`config.mk`:
```
export PLATFORM = sky130hd
export DESIGN_NAME = tx_retry_controller
export DESIGN_NICKNAME = d
export VERILOG_FILES = /design/src/rtl/tx_retry_controller.sv
export SDC_FILE = /design/constraint.sdc
export NUM_CORES = 1
export LEC_CHECK = 0
export CAP_MARGIN = 30
export CORE_ASPECT_RATIO = 1.75
export CORE_MARGIN = 5
export CORE_UTILIZATION = 36
export CTS_CLUSTER_DIAMETER = 100
export CTS_CLUSTER_SIZE = 28
export DETAILED_ROUTE_END_ITERATION = 10
export GPL_TIMING_DRIVEN = 0
export PLACE_DENSITY = 0.63
export SLEW_MARGIN = 20
export SYNTH_ARGS = -nofsm -noshare
export SYNTH_HDL_FRONTEND = slang
export SYNTH_SLANG_ARGS = --single-unit
```
`constraint.sdc`:
```
create_clock -name clk -period 4 [get_ports clk]
set_input_delay 0.6 -clock clk [delete_from_list [all_inputs] [get_ports clk]]
set_output_delay 0.6 -clock clk [all_outputs]
set_load 0.03 [all_outputs]
```
`src/rtl/tx_retry_controller.sv`:
```
// Packet retransmission sequencer: launches a transmit, waits for ack/nak or timeout,
// and retries after a backoff gap until success or the retry budget is spent.
module tx_retry_controller #(
    parameter int unsigned MAX_RETRY   = 3,
    parameter int unsigned ACK_TIMEOUT = 1_000_000,
    parameter int unsigned BACKOFF     = 1000
) (
    input  logic       clk,
    input  logic       rst_n,
    input  logic       send_req,
    input  logic       abort,
    input  logic       tx_busy,
    input  logic       tx_done,
    input  logic       ack_pulse,
    input  logic       nak_pulse,
    output logic       tx_start,
    output logic [3:0] attempt_cnt,
    output logic [2:0] ctl_state,
    output logic       busy,
    output logic       done_ok,
    output logic       done_fail
);

    typedef enum logic [2:0] {
        StIdle     = 3'd0,
        StStart    = 3'd1,
        StWaitDone = 3'd2,
        StWaitAck  = 3'd3,
        StBackoff  = 3'd4,
        StSuccess  = 3'd5,
        StFail     = 3'd6
    } state_e;

    // One timer serves both the ack window and the backoff gap.
    localparam int unsigned TMAX = (ACK_TIMEOUT > BACKOFF) ? ACK_TIMEOUT : BACKOFF;
    localparam int unsigned TW   = (TMAX > 1) ? $clog2(TMAX) : 1;

    localparam logic [TW-1:0] ACK_LAST = TW'(ACK_TIMEOUT - 1);
    localparam logic [TW-1:0] BO_LAST  = TW'(BACKOFF - 1);
    localparam logic [3:0]    MAX_CNT  = 4'(MAX_RETRY);

    state_e        state_q, state_d;
    logic [TW-1:0] timer_q, timer_d;
    logic [3:0]    attempt_d;
    logic          req_prev_q;
    logic          req_edge;
    logic          start_d;
    logic          ok_d;
    logic          fail_d;
    logic          busy_d;

    assign req_edge  = send_req & ~req_prev_q;
    assign ctl_state = state_q;

    always_comb begin
        state_d   = state_q;
        timer_d   = timer_q;
        attempt_d = attempt_cnt;
        start_d   = 1'b0;
        ok_d      = done_ok;
        fail_d    = done_fail;

        case (state_q)
            StIdle, StSuccess, StFail: begin
                if (req_edge) begin
                    state_d   = StStart;
                    attempt_d = 4'd0;
                    ok_d      = 1'b0;
                    fail_d    = 1'b0;
                end
            end
            StStart: begin
                if (abort) begin
                    state_d = StIdle;
                end else if (!tx_busy) begin
                    start_d = 1'b1;
                    state_d = StWaitDone;
                end
            end
            StWaitDone: begin
                if (abort) begin
                    state_d = StIdle;
                end else if (tx_done) begin
                    state_d = StWaitAck;
                    timer_d = '0;
                end
            end
            StWaitAck: begin
                if (abort) begin
                    state_d = StIdle;
                end else if (ack_pulse) begin
                    state_d = StSuccess;
                    ok_d    = 1'b1;
                end else if (nak_pulse || (timer_q == ACK_LAST)) begin
                    if (attempt_cnt < MAX_CNT) begin
                        attempt_d = attempt_cnt + 4'd1;
                        timer_d   = '0;
                        state_d   = StBackoff;
                    end else begin
                        state_d = StFail;
                        fail_d  = 1'b1;
                    end
                end else begin
                    timer_d = timer_q + 1'b1;
                end
            end
            StBackoff: begin
                if (abort) begin
                    state_d = StIdle;
                end else if (timer_q == BO_LAST) begin
                    state_d = StStart;
                    timer_d = '0;
                end else begin
                    timer_d = timer_q + 1'b1;
                end
            end
            default: state_d = StIdle;
        endcase

        busy_d = (state_d == StStart) || (state_d == StWaitDone) ||
                 (state_d == StWaitAck) || (state_d == StBackoff);
    end

    always_ff @(posedge clk) begin
        if (!rst_n) begin
            state_q     <= StIdle;
            timer_q     <= '0;
            attempt_cnt <= 4'd0;
            req_prev_q  <= 1'b1;  // a level held through reset is not an edge
            tx_start    <= 1'b0;
            busy        <= 1'b0;
            done_ok     <= 1'b0;
            done_fail   <= 1'b0;
        end else begin
            state_q     <= state_d;
            timer_q     <= timer_d;
            attempt_cnt <= attempt_d;
            req_prev_q  <= send_req;
            tx_start    <= start_d;
            busy        <= busy_d;
            done_ok     <= ok_d;
            done_fail   <= fail_d;
        end
    end

endmodule

```
==> flow_summary.yaml <==
outcome:
  status: "completed"
cts:
  clkTransAtPathRegs_ns: 0.06
  cts_tree: "yes"
  h-tree-depth: 2
  numCtsBuffers: 5
  postCtsResizedCells: 0
  post-cts-setup-buffers: 0
  cts.sinks: 32
  clockBufferDepth: 2
  postCtsHoldBufs: 0
  clk_latency_ns: 0.29
  root_buffer: "clkbuf_8"
timing:
  rsz0062_at_grt: "no"
  hold_viol: 0
  timing.hold.ws_ns: 0.4716
  slew_headroom: 0.6161
  setup_tns_ns: 0
  max_freq_ghz: 0.4002
  maxSlewViolCount: 0
  layout_setup_ws_ns: 1.501
  clock-skew-final_ns: 0.01189
  tightest_slew_ns: 0.5739
  setup_violations: 0
  min_period_over_period: 0.6246
  fin_crit_ns: 2.499
yosys:
  synth_top_cell_by_area: "dfxtp_1"
  ys_warn_count: 0
  ys_ff_latch: 32
  synth_area_per_cell_um2: 8.676
  synth_edf_count: 0
  synth_nets: 223
  synth_ff_type: "dfxtp_1"
  yosysTopAreaCellShare: 0.3466
  async_flop_share: 0
  syn_area_mm2: 0.001848
  synth_cell_types: 55
  yosysSeqAreaShare: 0.3466
  synth_cells: 213
  synth.top_cells.by_area: "dfxtp_1 (35%), a21oi_1 (4.1%), nand3_1 (3.5%)"
place:
  hpwl_mm: 3.359
  pre_cts_slack_ns: 1.212
  gp_congestion: 0.8360
  dp.cells: 283
  io_buffers: 16
detailed_routing:
  drt_pass1_iterations: 4
  drc: 0
  drtIter0Drc: 111
  postRouteAntennaNets: 0
  post_drt_via_cell_ratio: 5.753
  totalWireLength_mm: 4.495
  wl_per_cell_um: 15.45
  via_count: 1674
grt:
  grt_pass1_wl_mm: 7.734
  grt_max_degree: 11
  track_usage: 0.1413
  grt_antenna_before_repair: 0
  overflow: 0
  grt_pass1_vias: 1666
finish:
  drive_above_1_share: 0.1097
  final_cell_mix: "dfxtp_1 (32), clkdlybuf4s50_1 (16), nor2_1 (15), a21oi_1 (15), nand3_1 (13)"
  stdcell_count: 291
  final_common_cell: "dfxtp_1"
  area_growth_pct: 17.20
  final_net_count: 246
  diodes: 0
  n_fill_cell: 504
power:
  p_leak_nw: 0.7384
  switching_share: 0.2335
  pwr-share-comb: 0.063
  switchingPower_w: 0.0001452
  peakVddDrop_mv: 0.1567
  powerDensity_mw_per_mm2: 287.1
  p_seq_frac: 0.517
  finalPower_w: 0.0006218
  clockPowerShare: 0.419
  p_int_w: 0.0004766
job:
  max-cap-violations: 0
die:
  initial_utilization: 0.3713
  die_width_um: 64.16
  die_area_mm2: 0.006723
  num_io_pins: 19
  die_h_um: 104.8
  fp.coreArea_mm2: 0.004977
  rows: 34
setup_path:
  crit_type: "input pin to flip-flop"
  r2r-start: "timer_q[0]"
  arrival_ns: 2.71
  endpoint_kind: "flip-flop"
  critPathLaunchType: "input pin"
  cp_data_required_time_ns: 4.22
  cp_max_fo: 10
  worst_r2r_path_depth: 8
  crit_start: "tx_done"
min_path:
  hold_depth: 1
  worstHoldPathType: "flip-flop to flip-flop"
  hold_start: "done_fail"
[power groups by stage]
| stage | logic (W) | clock network [W] | registers [W] |
|---|---|---|---|
| after global placement | 0.0000392 | 0 | 0.000329 |
| after CTS | 0.0000395 | 0.000270 | 0.000322 |
| after global routing | 0.0000429 | 0.000284 | 0.000322 |
| after floorplan | 0.0000207 | 0 | 0.000332 |
| final | 0.0000392 | 0.000261 | 0.000322 |
| after detailed placement | 0.0000394 | 0 | 0.000329 |
[metal layers]
| layer | share of wire | wire, µm | GRT usage | up-vias |
|---|---|---|---|---|
| li1 | - | - | - | 851 |
| met1 | 0.39 | 1761 | 0.1440 | 785 |
| met2 | 0.55 | 2474 | 0.2647 | 31 |
| met3 | 0.032 | 145 | 0.02900 | 7 |
| met4 | 0.025 | 113 | 0.06405 | 0 |
| met5 | 0 | 0 | 0 | - |
[final timing paths]
check / end / slack [ns]
max: timer_q[17] / 1.50
min: done_fail / 0.47
max reg2reg: timer_q[17] / 1.52
min reg2reg: done_fail / 0.47
[synth_stat cells (3+ instances only)]
master,number
a21oi_1,15
and2_1,3
and3_1,5
buf_4,4
dfxtp_1,32
inv_1,7
mux2i_1,3
nand2_1,9
nand2b_1,3
nand3_1,13
nand4_1,3
nand4b_1,4
nor2_1,15
nor2b_1,6
nor3_1,4
o211ai_1,6
o21a_1,4
o21ai_0,11
o31ai_1,5
or3_1,7
or4_1,4
xor2_1,5
[worst max-delay path: stages]
cell and delay [ns]:
clkdlybuf4s50_1 0.49, mux2i_1 0.11, o41ai_4 0.49, o2111ai_2 0.25, buf_4 0.23, or4_1 0.39, a21oi_1 0.15
[area by class of cell]
cell class | count | area, µm² | share of cell area
multi-input cells | 166 | 1134 | 0.5234
flip-flops and latches | 32 | 640.6 | 0.2958
repair buffers | 16 | 160.2 | 0.07395
clock buffers | 8 | 90.09 | 0.04159
well taps | 54 | 67.56 | 0.03120
plain buffers | 8 | 47.55 | 0.02195
inverters | 7 | 26.28 | 0.01213
[sequential cells by signal (all words and copies together) (netlist names)]
signal,count
timer_q,20
req_prev_q,1
done_fail,1
tx_start,1
ctl_state,3
busy,1
done_ok,1
attempt_cnt,4
[through the flow]
stage,utilization,area (µm²)
3_3_place_gp,0.4170,2076
3_5_place_dp,0.4170,2076
2_1_floorplan,-,1848
4_1_cts,0.4351,2166
6_report,0.4351,2166
5_1_grt,0.4351,2166
[cells by family after synthesis]
family | Yosys count | share of synthesized area
mux | 5 | 0.02844
buf+inv | 15 | 0.03995
xor+xnor | 6 | 0.02844
simple gates | 93 | 0.3067
flops | 32 | 0.3466
compound gates | 60 | 0.2363
fa+ha+maj | 2 | 0.01354
(Power assumes the default switching activity.)
